**src/rtl/ifu_fetch_ctrl.sv**
```systemverilog
// Instruction-fetch sequencer: owns the PC, issues one fetch at a time, hands words to decode.
// Optional performance counters are enabled by defining IFU_PERF_CNT_EN.
module ifu_fetch_ctrl #(
    parameter logic [31:0] RESET_PC  = 32'h8000_0000,
    parameter logic [31:0] HALT_WORD = 32'h0000_0000
`ifdef IFU_PERF_CNT_EN
    ,
    parameter int          PERF_W    = 32
`endif
) (
    input  logic        clk,
    input  logic        rst,
    output logic        imem_req_valid,
    input  logic        imem_req_ready,
    output logic [31:0] imem_req_addr,
    input  logic        imem_rsp_valid,
    input  logic [31:0] imem_rsp_data,
    output logic        inst_valid,
    input  logic        inst_ready,
    output logic [31:0] inst,
    output logic [31:0] inst_pc,
    input  logic        redirect_valid,
    input  logic [31:0] redirect_pc,
    output logic        halted,
    output logic [2:0]  dbg_state
`ifdef IFU_PERF_CNT_EN
    ,
    output logic [PERF_W-1:0] perf_fetch_cnt,
    output logic [PERF_W-1:0] perf_stall_cnt,
    output logic [PERF_W-1:0] perf_flush_cnt
`endif
);

    typedef enum logic [2:0] {
        S_REQ   = 3'd0,
        S_WAIT  = 3'd1,
        S_DRAIN = 3'd2,
        S_HOLD  = 3'd3,
        S_HALT  = 3'd4
    } state_t;

    state_t      r_state;
    logic [31:0] r_pc;
    logic [31:0] r_inst;
    logic [31:0] r_inst_pc;
    logic [31:0] w_redir_pc;

    assign w_redir_pc = redirect_pc & 32'hFFFF_FFFC;

    // Handshakes: a request transfers when imem_req_valid && imem_req_ready at posedge;
    // a response is a one-cycle imem_rsp_valid pulse; decode takes inst when inst_valid && inst_ready.
    assign imem_req_valid = (r_state == S_REQ);
    assign imem_req_addr  = r_pc;
    assign inst_valid     = (r_state == S_HOLD);
    assign inst           = r_inst;
    assign inst_pc        = r_inst_pc;
    assign halted         = (r_state == S_HALT);
    assign dbg_state      = r_state;

    always_ff @(posedge clk) begin
        if (rst) begin
            r_state   <= S_REQ;
            r_pc      <= RESET_PC;
            r_inst    <= 32'h0;
            r_inst_pc <= 32'h0;
        end else begin
            case (r_state)
                S_REQ: begin
                    if (redirect_valid) begin
                        r_pc    <= w_redir_pc;
                        r_state <= imem_req_ready ? S_DRAIN : S_REQ;
                    end else if (imem_req_ready) begin
                        r_state <= S_WAIT;
                    end
                end
                S_WAIT: begin
                    if (redirect_valid) begin
                        r_pc    <= w_redir_pc;
                        r_state <= imem_rsp_valid ? S_REQ : S_DRAIN;
                    end else if (imem_rsp_valid) begin
                        if (imem_rsp_data == HALT_WORD) begin
                            r_state <= S_HALT;
                        end else begin
                            r_inst    <= imem_rsp_data;
                            r_inst_pc <= r_pc;
                            r_pc      <= r_pc + 32'd4;
                            r_state   <= S_HOLD;
                        end
                    end
                end
                S_DRAIN: begin
                    // A redirect coinciding with the stale response still consumes it.
                    if (redirect_valid) begin
                        r_pc <= w_redir_pc;
                    end
                    if (imem_rsp_valid) begin
                        r_state <= S_REQ;
                    end
                end
                S_HOLD: begin
                    if (redirect_valid) begin
                        r_pc    <= w_redir_pc;
                        r_state <= S_REQ;
                    end else if (inst_ready) begin
                        r_state <= S_REQ;
                    end
                end
                S_HALT: begin
                    r_state <= S_HALT;
                end
                default: begin
                    r_state <= S_REQ;
                end
            endcase
        end
    end

`ifdef IFU_PERF_CNT_EN
    logic [PERF_W-1:0] r_fetch_cnt;
    logic [PERF_W-1:0] r_stall_cnt;
    logic [PERF_W-1:0] r_flush_cnt;
    logic              w_fetch_inc;
    logic              w_stall_inc;
    logic              w_flush_inc;

    // A squashed HOLD (redirect with inst_ready) does not count as a delivered fetch.
    assign w_fetch_inc = (r_state == S_HOLD) && inst_ready && !redirect_valid;
    assign w_stall_inc = ((r_state == S_REQ) && !imem_req_ready) || (r_state == S_WAIT);
    assign w_flush_inc = redirect_valid && (r_state != S_HALT);

    always_ff @(posedge clk) begin
        if (rst) begin
            r_fetch_cnt <= '0;
            r_stall_cnt <= '0;
            r_flush_cnt <= '0;
        end else begin
            if (w_fetch_inc && (r_fetch_cnt != '1)) r_fetch_cnt <= r_fetch_cnt + 1'b1;
            if (w_stall_inc && (r_stall_cnt != '1)) r_stall_cnt <= r_stall_cnt + 1'b1;
            if (w_flush_inc && (r_flush_cnt != '1)) r_flush_cnt <= r_flush_cnt + 1'b1;
        end
    end

    assign perf_fetch_cnt = r_fetch_cnt;
    assign perf_stall_cnt = r_stall_cnt;
    assign perf_flush_cnt = r_flush_cnt;
`endif

endmodule
```
**config.mk**
```make
export PLATFORM = sky130hd
export DESIGN_NAME = ifu_fetch_ctrl
export DESIGN_NICKNAME = d
export VERILOG_FILES = /design/src/rtl/ifu_fetch_ctrl.sv
export SDC_FILE = /design/constraint.sdc
export NUM_CORES = 1
export LEC_CHECK = 0
export CAP_MARGIN = 20
export CORE_MARGIN = 2
export CORE_UTILIZATION = 35
export CTS_BUF_LIST = sky130_fd_sc_hd__clkbuf_8
export CTS_CLUSTER_DIAMETER = 120
export DETAILED_ROUTE_END_ITERATION = 16
export DONT_BUFFER_PORTS = 1
export GPL_TIMING_DRIVEN = 0
export PLACE_DENSITY = 0.57
export SYNTH_ARGS = -nofsm -noshare
export SYNTH_HDL_FRONTEND = slang
export SYNTH_SLANG_ARGS = --single-unit
```
**constraint.sdc**
```tcl
create_clock -name clk -period 2.14 [get_ports clk]
set_clock_uncertainty 0.05 [all_clocks]
set_input_delay 0.214 -clock clk [delete_from_list [all_inputs] [get_ports clk]]
set_output_delay 0.214 -clock clk [all_outputs]
set_load 0.05 [all_outputs]
```
==> run metrics, run 1 <==
synthesized flop and latch total=between 90 and 100; Worst VDD drop=roughly 0.00030 V; # IOs=roughly 170; final worst-path cycle share=0.9748; Via density=5.475; met2 Track Usage GR=0.3447; CP Class=flip-flop to flip-flop; H-tree levels=3; crit-path max cell delay=0.56 ns; Congestion Overflow GR=0; kind of cell adding the most delay to the critical path=simple AND/OR/NAND/NOR gates; Worst-Skew Late Latency=0.39 ns; Slew headroom=0.4151; Tmin final=~2.1 ns; die height=117.5 um; clk root buf=clkbuf_8; Distinct cells, synth=48; nets=between 700 and 800; number of global-route vias before repair=about 4300; GPL Wtd Cong=0.8460; hold path cells=3; Starting Density=0.3573; remaining antenna violation count=0; DIE WIDTH=117.5 um; status=finished clean; TritonRoute pass-1 iters=5; Pins Over Slew Limit=0; Slowest-stage cell, CP=or4_4; first-pass GRT wire length=approximately 23000 um; FF-to-FF setup slack=roughly 0.054 ns; TritonCTS buffer count=9; worst min path class=primary input to flip-flop; Post-Layout Inst Area=roughly 5700 um^2; die area=approximately 14000 um^2; Max Fclk=approximately 480 MHz; EDFF count, synth=0; final hold vios=0; Syn Inst Count=600; CP Depth=7; Post-Route WL=15240 um; CTS tree=yes; Ys Warns=0; post-synthesis async set-or-reset flop share=0; sequential fraction of the synthesis area=0.4218; Worst Path Required=approximately 2.4 ns; setup violators final=0; GRT busiest layer=met2; cells along the critical path=buf_6 > nand3_4 > nand2b_4 > or4_4 > nor2_1 > a31oi_1 > o31a_1; placed inst area=about 4800 um^2; CORE AREA=roughly 13000 um^2; met3 usage=0.07074; layout cells sized above 1=0.1875; Final TNS setup=0 ns; row cnt=41; max_cap viols=0; CP Capture Type=flip-flop; top_reg_cell synth=dfxtp_1; Post-Syn Area=approximately 4500 um^2; clock-pin slew on the worst setup and hold paths=approximately 0.1 ns; average size of a mapped cell=7.516 um^2; RSZ-0062 raised after global routing=yes; # DRC=0; post-DP HPWL=between 10000 and 15000 um; DR vias=4626; Bufs on Longest Clock Path=2; area grow syn2layout=27.11%; Worst setup SP type=flip-flop; Power Density=around 700 nW/um^2; arrival time at the worst endpoint=around 2.3 ns; largest net degree at the start of global routing=18; Starting DRT DRC Count=300; reg2reg path depth=7; Routed WL per cell=roughly 18 um; GR Util met1=0.2628; Buffers on Ports=0; fin util=0.4542; CTS sink count=between 90 and 100; Slew @ Worst Pin=between 0.8 and 0.9 ns; initial antenna violation count=1; Global Route Usage Sum=0.2149; Leak=2.020 nW; CP Buf/Inv Count=1; Max FO, Critical Path=5
[report_power, final]
group          internal [mW]  switching [mW]  leakage [nW]  total [mW]
clock                  0.674           0.701         0.116        1.38
combinational          0.211           0.269          1.11       0.480
sequential              1.83           0.316         0.789        2.14
[kinds of logic after synthesis]
logic type / share of synthesized area
AOI/OAI and AO/OA: 0.2292
adders and majority gates: 0.002774
buffers and inverters: 0.06798
DFF: 0.4218
muxes: 0.004994
other: 0.0008316
and+or+nand+nor: 0.2725
[registers in the layout (all words and copies together), names as in the netlist]
register,count
dbg_state,3
imem_req_addr,30
inst,32
inst_pc,30
[synth_stat cells (2+ instances only)]
master    instances  share of area
dfxtp_1          95           0.42
o31ai_1           7          0.012
buf_2            17          0.019
a211oi_2          3         0.0083
a21o_1            6          0.010
and2_1            5         0.0069
or3_1             3         0.0042
a21oi_1          99           0.11
nand2b_1          7         0.0097
o41ai_1           5         0.0097
nand3_1          11          0.012
and3_1            3         0.0042
mux2_2            2         0.0050
o32ai_1           4         0.0078
clkbuf_1         16          0.013
a211o_1           4         0.0078
a31oi_1           5         0.0069
nor2_1           25          0.021
nand4_2           2         0.0055
inv_1             4         0.0033
o21ai_0          28          0.031
buf_4             6          0.010
buf_6             9          0.022
nand4_1           5         0.0069
nor2b_1           2         0.0028
nor4_1           12          0.017
o21a_1            2         0.0033
or4_4             2         0.0050
nand2_1         181           0.15
nor3_1            8         0.0089
and4_1            5         0.0097
[layout make-up]
cell class,instances,area (um^2)
Antenna cell,1,2.502
Clock buffer,9,123.9
Multi-Input combinational cell,456,2447
Sequential cell,95,1993
Timing Repair Buffer,53,494.2
Clock inverter,7,100.1
Buffer,48,340.3
Inverter,4,15.01
Fill cell,1304,6888
Tap cell,172,215.2
[placed cells by master, fill, tap and decap left out, types with 3 or more instances in the layout]
cell	n
nor4_1	11
conb_1	4
and2_1	5
nor2_1	22
dfxtp_1	66
nand2b_1	5
buf_6	13
buf_4	21
clkbuf_2	3
o41ai_1	4
nor3_1	8
dfxtp_4	22
a31oi_1	5
nand3_1	9
o21ai_1	3
nand2_1	181
clkbuf_1	11
dfxtp_2	7
o32ai_1	4
inv_1	4
a211o_1	4
nand4_1	5
clkbuf_8	9
a21oi_1	99
dlygate4sd3_1	39
and4_4	3
a211oi_2	3
buf_2	8
o31ai_1	7
a21o_1	6
o21ai_0	25
clkbuf_4	4
[stage by stage]
step / instances / power (mW) / worst slack, ns / hold WS (ns)
after global placement: 775 / 2.549 / -0.4525 / 0.3029
after CTS: 837 / 4.015 / 0.003238 / 0.0005735
after detailed placement: 776 / 2.561 / -0.4873 / 0.3066
final: 845 / 3.999 / 0.05390 / 0.003419
after global routing: 845 / 4.159 / -0.01127 / 0.01158
after floorplan: 603 / 2.442 / 0.001057 / 0.3000
[per-layer routing]
layer / vias up / wire (um)
li1: 2218 / -
met1: 2138 / 6290
met2: 224 / 7124
met3: 46 / 1345
met4: 0 / 482
met5: - / 0
[worst reg2reg max path, cell delays in order (launching register included)]
cell      delay (ns)
dfxtp_4         0.46
buf_6           0.15
nand3_4         0.11
nand2b_4        0.19
or4_4           0.56
nor2_1          0.12
a31oi_1         0.09
o31a_1          0.26
[path summary, 6_finish.rpt]
path / startpoint / endpoint
min: redirect_pc[23] / imem_req_addr[23]
max reg2reg: imem_req_addr[6] / imem_req_addr[31]
min reg2reg: imem_req_addr[22] / inst_pc[22]
max: imem_req_addr[6] / imem_req_addr[31]
[timing repair]
action	CTS	global route
hold buffers	39	0
buffers inserted	6	7
resized for setup	46	38
endpoints found under the hold margin	39	0
pin swaps	5	8
setup endpoints to repair	94	91
(Power assumes the default switching activity.)
==> run 2, diff against run 1 <==
--- a/config.mk
+++ b/config.mk
@@ -13,7 +13,7 @@
 export DETAILED_ROUTE_END_ITERATION = 16
 export DONT_BUFFER_PORTS = 1
 export GPL_TIMING_DRIVEN = 0
-export PLACE_DENSITY = 0.57
+export PLACE_DENSITY = 0.59
 export SYNTH_ARGS = -nofsm -noshare
 export SYNTH_HDL_FRONTEND = slang
 export SYNTH_SLANG_ARGS = --single-unit
==> constraint.sdc (replaced) <==
create_clock -name clk -period 1.7 [get_ports clk]
set_clock_uncertainty 0.05 [all_clocks]
set_input_delay 0.17 -clock clk [delete_from_list [all_inputs] [get_ports clk]]
set_output_delay 0.17 -clock clk [all_outputs]
set_load 0.05 [all_outputs]
==> run metrics, run 2 (synthesis gave the netlist of run 1 again) <==
Setup crit end=imem_req_addr[31]; H-tree levels=3 (unchanged); worst min path class=primary input to flip-flop; FF-to-FF setup slack=-0.36 ns (-0.42 ns); largest net degree at the start of global routing=16 (-2); pre-CTS WS=-0.4710 ns (+0.01634 ns); cell count after placement=775 (-0.13%); TritonCTS buffer count=9 (unchanged); Congestion Overflow GR=0 (unchanged); final hold vios=0 (unchanged); RSZ-0062 raised after global routing=yes; post-DP HPWL=11180 um (+4.3%); row cnt=41 (unchanged); Pins Over Slew Limit=0 (unchanged); layout cells sized above 1=0.4867 (+0.2992); reg2reg path depth=6 (-1); Bufs on Longest Clock Path=2 (unchanged); DIE WIDTH=117.5 um (unchanged); die height=117.5 um (unchanged); Worst VDD drop=0.0003454 V (+15%); Via density=5.688 (+3.9%); violated checks=negative setup slack; Hold WS=0.01152 ns (+0.008103 ns); TritonRoute pass-1 iters=5 (unchanged); Global Route Usage Sum=0.2629 (+0.04794); max FFs per register=32 (unchanged); DR vias=5273 (+14%); remaining antenna violation count=0 (unchanged); Worst Path Required=1.93 ns (-0.45 ns); Starting DRT DRC Count=505 (+68%); final cell count without fillers=927 (+9.7%); # DRC=0 (unchanged); commonest non-fill, non-tap cell in the layout=nand2_1; final worst setup slack=-0.3647 ns (-0.4186 ns); final worst-path cycle share=1.215 (+0.2397); placed inst area=5010 um^2 (+4.7%); Slew headroom=0.4333 (+0.01824); CTS tree=yes; Crit Reg-Reg Startpoint=imem_req_addr[4]; Buffers on Ports=0 (unchanged); Starting Density=0.3573 (unchanged); status=complete, but fails checks; CTS sink count=95 (unchanged); fin util=0.6301 (+0.1759); Routed WL per cell=21.45 um (+19%); setup violators final=97 (+97); nets=820 (+11%); die area=13810 um^2 (unchanged); Power Density=737.0 nW/um^2 (+5.6%); CORE AREA=12620 um^2 (unchanged); most frequent cells in the layout=nand2_1 (106), a21oi_2 (72), dfxtp_1 (66); initial antenna violation count=1 (unchanged); first-pass GRT wire length=28560 um (+22%); arrival time at the worst endpoint=2.30 ns (-0.02 ns); Tmin final=2.065 ns (-0.02143 ns); # IOs=172 (unchanged); Worst-Skew Late Latency=0.39 ns (about the same); CP Class=flip-flop to flip-flop; R2R Path End=imem_req_addr[31]; clock-pin slew on the worst setup and hold paths=0.10 ns (about the same); Critical Path Start=imem_req_addr[4]; clk root buf=clkbuf_8; Worst setup SP type=flip-flop; Slew @ Worst Pin=0.8500 ns (-0.02413 ns); number of global-route vias before repair=5149 (+19%); max_cap viols=0 (unchanged); Max FO, Critical Path=8 (+3); Max Fclk=484.3 MHz (+1.0%); area grow syn2layout=76.33%; Leak=3.068 nW (+52%); CP Capture Type=flip-flop; Post-Route WL=19880 um (+30%); Post-Layout Inst Area=7951 um^2 (+39%); GPL Wtd Cong=0.9044 (+6.9%)
==> run 2: changes by cell type in the layout (fill, tap and decap cells not counted), sizes merged, moves of 2 or more <==
cell,delta
bufinv,+2
inv,-3
dlygate4sd3,+20
buf,+64
==> run 2: layer usage <==
metal	routed length [um]	vias to the layer above	share of wire	track usage
met5	0	-	0	0
met1	7814	2568	0.39	0.3165
met4	639	0	0.032	0.1062
li1	-	2393	-	-
met3	1335	56	0.067	0.06250
met2	10090	256	0.51	0.4514
==> run 2: worst max-delay path: stages (launching register included) <==
cell      delay [ns]
dfxtp_4         0.51
and4_4          0.31
nand2b_4        0.07
or4_4           0.55
nor2_2          0.10
a31oi_1         0.09
o31a_1          0.28
==> run 2: cell type report <==
class,count,area (um^2)
Fill cell,1010,4668
Multi-Input combinational cell,457,3369
Sequential cell,95,2003
Timing Repair Buffer,135,1536
Buffer,47,531.8
Tap cell,172,215.2
Clock buffer,11,151.4
Clock inverter,5,126.4
Inverter,4,15.01
Antenna cell,1,2.502
==> run 2: what timing repair did <==
| action | 4_1_cts | 5_1_grt |
|---|---|---|
| setup endpoints to repair | 97 | 96 |
| cloned | 18 | 4 |
| endpoints found under the hold margin | 57 | 1 |
| buffers inserted | 43 | 19 |
| resized for setup | 150 | 215 |
| hold buffers | 58 | 1 |
| pin swaps | 42 | 80 |
==> run 2: worst min path at each step <==
stage                            from           endpoint  slack (ns)  depth (start not counted)
floorplan            imem_rsp_data[0]            inst[0]        0.26                          2
global placement    imem_rsp_data[12]           inst[12]        0.27                          2
detailed placement  imem_rsp_data[19]           inst[19]        0.27                          2
CTS                   redirect_pc[22]  imem_req_addr[22]        0.01                          4
global route          redirect_pc[22]  imem_req_addr[22]        0.03                          4
finish                redirect_pc[22]  imem_req_addr[22]        0.01                          4
==> run 2: power breakdown <==
| group | leakage [nW] | total [mW] | switching [mW] | internal [mW] |
|---|---|---|---|---|
| combinational | 2.14 | 1.07 | 0.535 | 0.532 |
| sequential | 0.791 | 2.72 | 0.420 | 2.30 |
| clock | 0.140 | 2.08 | 0.868 | 1.21 |
==> run 2: per-stage QoR <==
step | TNS, ns | power (mW)
after floorplan | -8.161 | 3.109
after global placement | -33.17 | 3.250
after detailed placement | -37.48 | 3.267
after CTS | -11.90 | 5.673
after global routing | -24.13 | 6.054
final | -18.74 | 5.860
==> run 3, diff against run 2 <==
--- a/config.mk
+++ b/config.mk
@@ -13,6 +13,7 @@
 export DETAILED_ROUTE_END_ITERATION = 16
 export DONT_BUFFER_PORTS = 1
 export GPL_TIMING_DRIVEN = 0
+export HOLD_SLACK_MARGIN = 0.02
 export PLACE_DENSITY = 0.59
 export SYNTH_ARGS = -nofsm -noshare
 export SYNTH_HDL_FRONTEND = slang
==> run metrics, run 3 (synthesis gave the netlist of run 1 again) <==
Critical Path Start=imem_req_addr[2]; CP Depth=6 (unchanged); clock-pin slew on the worst setup and hold paths=0.10 ns (about the same); Bufs on Longest Clock Path=2 (unchanged); GPL Wtd Cong=0.9044 (unchanged); CTS sink count=95 (unchanged); max_cap viols=0 (unchanged); first-pass GRT wire length=28590 um (about the same); area grow syn2layout=76.89%; commonest non-fill, non-tap cell in the layout=nand2_1; most frequent cells in the layout=nand2_1 (106), a21oi_2 (72), dfxtp_1 (66); largest net degree at the start of global routing=16 (unchanged); reg2reg path depth=6 (unchanged); R2R Path End=imem_req_addr[31]; DIE WIDTH=117.5 um (unchanged); DR vias=5294 (+0.40%); setup violators final=97 (unchanged); kind of cell adding the most delay to the critical path=simple AND/OR/NAND/NOR gates; layout cells sized above 1=0.4868 (about the same); remaining antenna violation count=0 (unchanged); TritonRoute pass-1 iters=5 (unchanged); nets=822 (+0.24%); register area=2003 um^2 (unchanged); Routed WL per cell=21.34 um (-0.51%); Starting DRT DRC Count=374 (-26%); FF-to-FF setup slack=-0.37 ns (about the same); Congestion Overflow GR=0 (unchanged); CORE AREA=12620 um^2 (unchanged); Worst VDD drop=0.0003438 V (-0.46%); Via density=5.699 (+0.18%); CP Capture Type=flip-flop; Slowest-stage cell, CP=or4_4; CP Class=flip-flop to flip-flop; clk root buf=clkbuf_8; fin util=0.6321 (+0.001983); row cnt=41 (unchanged); Worst Path Required=1.93 ns (about the same); status=complete, but fails checks; Worst setup SP type=flip-flop; Post-Layout Inst Area=7976 um^2 (+0.31%); cells along the critical path=and4_4 > nand2b_4 > or4_4 > nor2_2 > a31oi_1 > o31a_1; Tmin final=2.067 ns (+0.002112 ns); arrival time at the worst endpoint=2.30 ns (about the same); Max FO, Critical Path=7 (-1); footprint of the multi-input gates=3369 um^2 (unchanged); max FFs per register=32 (unchanged); final hold vios=0 (unchanged); initial antenna violation count=0 (-1); crit-path max cell delay=0.55 ns (about the same); final worst setup slack=-0.3668 ns (-0.002112 ns); FILL cells=996 (-1.4%); number of global-route vias before repair=5148 (-0.019%); die area=13810 um^2 (unchanged); violated checks=negative setup slack; RSZ-0062 raised after global routing=yes; Hold WS=0.04344 ns (+0.03191 ns); Pins Over Slew Limit=0 (unchanged); Slew @ Worst Pin=0.8504 ns (+0.0003368 ns); Post-Route WL=19820 um (-0.30%); Crit Reg-Reg Startpoint=imem_req_addr[2]; placed inst area=5010 um^2 (unchanged); Setup crit end=imem_req_addr[31]; pre-CTS WS=-0.4710 ns (unchanged); Slew headroom=0.4331 (about the same); Leak=3.078 nW (+0.35%); Max Fclk=483.8 MHz (-0.10%); # DRC=0 (unchanged); # IOs=172 (unchanged); H-tree levels=3 (unchanged); die height=117.5 um (unchanged); Global Route Usage Sum=0.2628 (about the same); worst min path class=primary input to flip-flop; post-DP HPWL=11180 um (unchanged); CTS tree=yes; Worst-Skew Late Latency=0.39 ns (about the same); CP Buf/Inv Count=0 (unchanged); Starting Density=0.3573 (unchanged); Buffers on Ports=0 (unchanged); TritonCTS buffer count=9 (unchanged); Power Density=735.7 nW/um^2 (-0.17%); final worst-path cycle share=1.216 (+0.001242)
-- run 3: changes by cell type in the layout (fill, tap and decap cells not counted) --
cell           change
dlygate4sd3_1      +1
buf_4              -1
buf_6              +2
-- run 3: worst min-delay path, cell delays in order --
cell	delay, ns
a22o_1	0.11
nand2_1	0.06
a21oi_2	0.10
-- run 3: cell type report --
class | count | share of cell area
inverters | 4 | 0.001882
clock buffers | 11 | 0.01898
diodes | 1 | 0.0003137
well taps | 172 | 0.02698
flip-flops and latches | 95 | 0.2511
plain buffers | 47 | 0.06667
repair buffers | 137 | 0.1958
clock inverters | 5 | 0.01584
multi-input cells | 457 | 0.4224
-- run 3: repair_timing --
action                     4_1_cts  5_1_grt
setup endpoints to repair       97       96
gates resized for setup        150      217
hold endpoints to repair        60        0
pin swaps                       42       80
hold buffers                    60        0
gates cloned                    18        4
setup buffers                   43       20
-- run 3: where the power goes --
part	internal, mW	total (mW)	switching (mW)	leakage [nW]
sequential	2.30	2.72	0.420	0.791
combinational	0.539	1.07	0.534	2.15
clock	1.21	2.08	0.871	0.140
total	4.04	5.87	1.82	3.08
-- run 3: how the worst min path moves through the flow --
| stage | start | endpoint | slack (ns) | depth (start not counted) |
|---|---|---|---|---|
| 2_1_floorplan | imem_rsp_data[0] | inst[0] | 0.26 | 2 |
| 3_3_place_gp | imem_rsp_data[12] | inst[12] | 0.27 | 2 |
| 3_5_place_dp | imem_rsp_data[19] | inst[19] | 0.27 | 2 |
| 4_1_cts | redirect_pc[31] | imem_req_addr[31] | 0.03 | 3 |
| 5_1_grt | redirect_pc[14] | imem_req_addr[14] | 0.05 | 3 |
| 6_report | redirect_pc[14] | imem_req_addr[14] | 0.04 | 3 |
-- run 3: metal layers --
metal	routed length (um)	vias to the layer above	GRT usage
li1	-	2397	-
met1	7851	2564	0.3183
met2	10000	267	0.4496
met3	1322	66	0.06153
met4	648	0	0.1062
met5	0	-	0
-- run 3: stage by stage --
step	total power, mW	instances	setup TNS, ns
2_1_floorplan	3.109	603	-8.161
3_3_place_gp	3.250	775	-33.17
3_5_place_dp	3.267	775	-37.48
4_1_cts	5.678	911	-11.90
5_1_grt	6.056	928	-23.98
6_report	5.868	929	-18.60
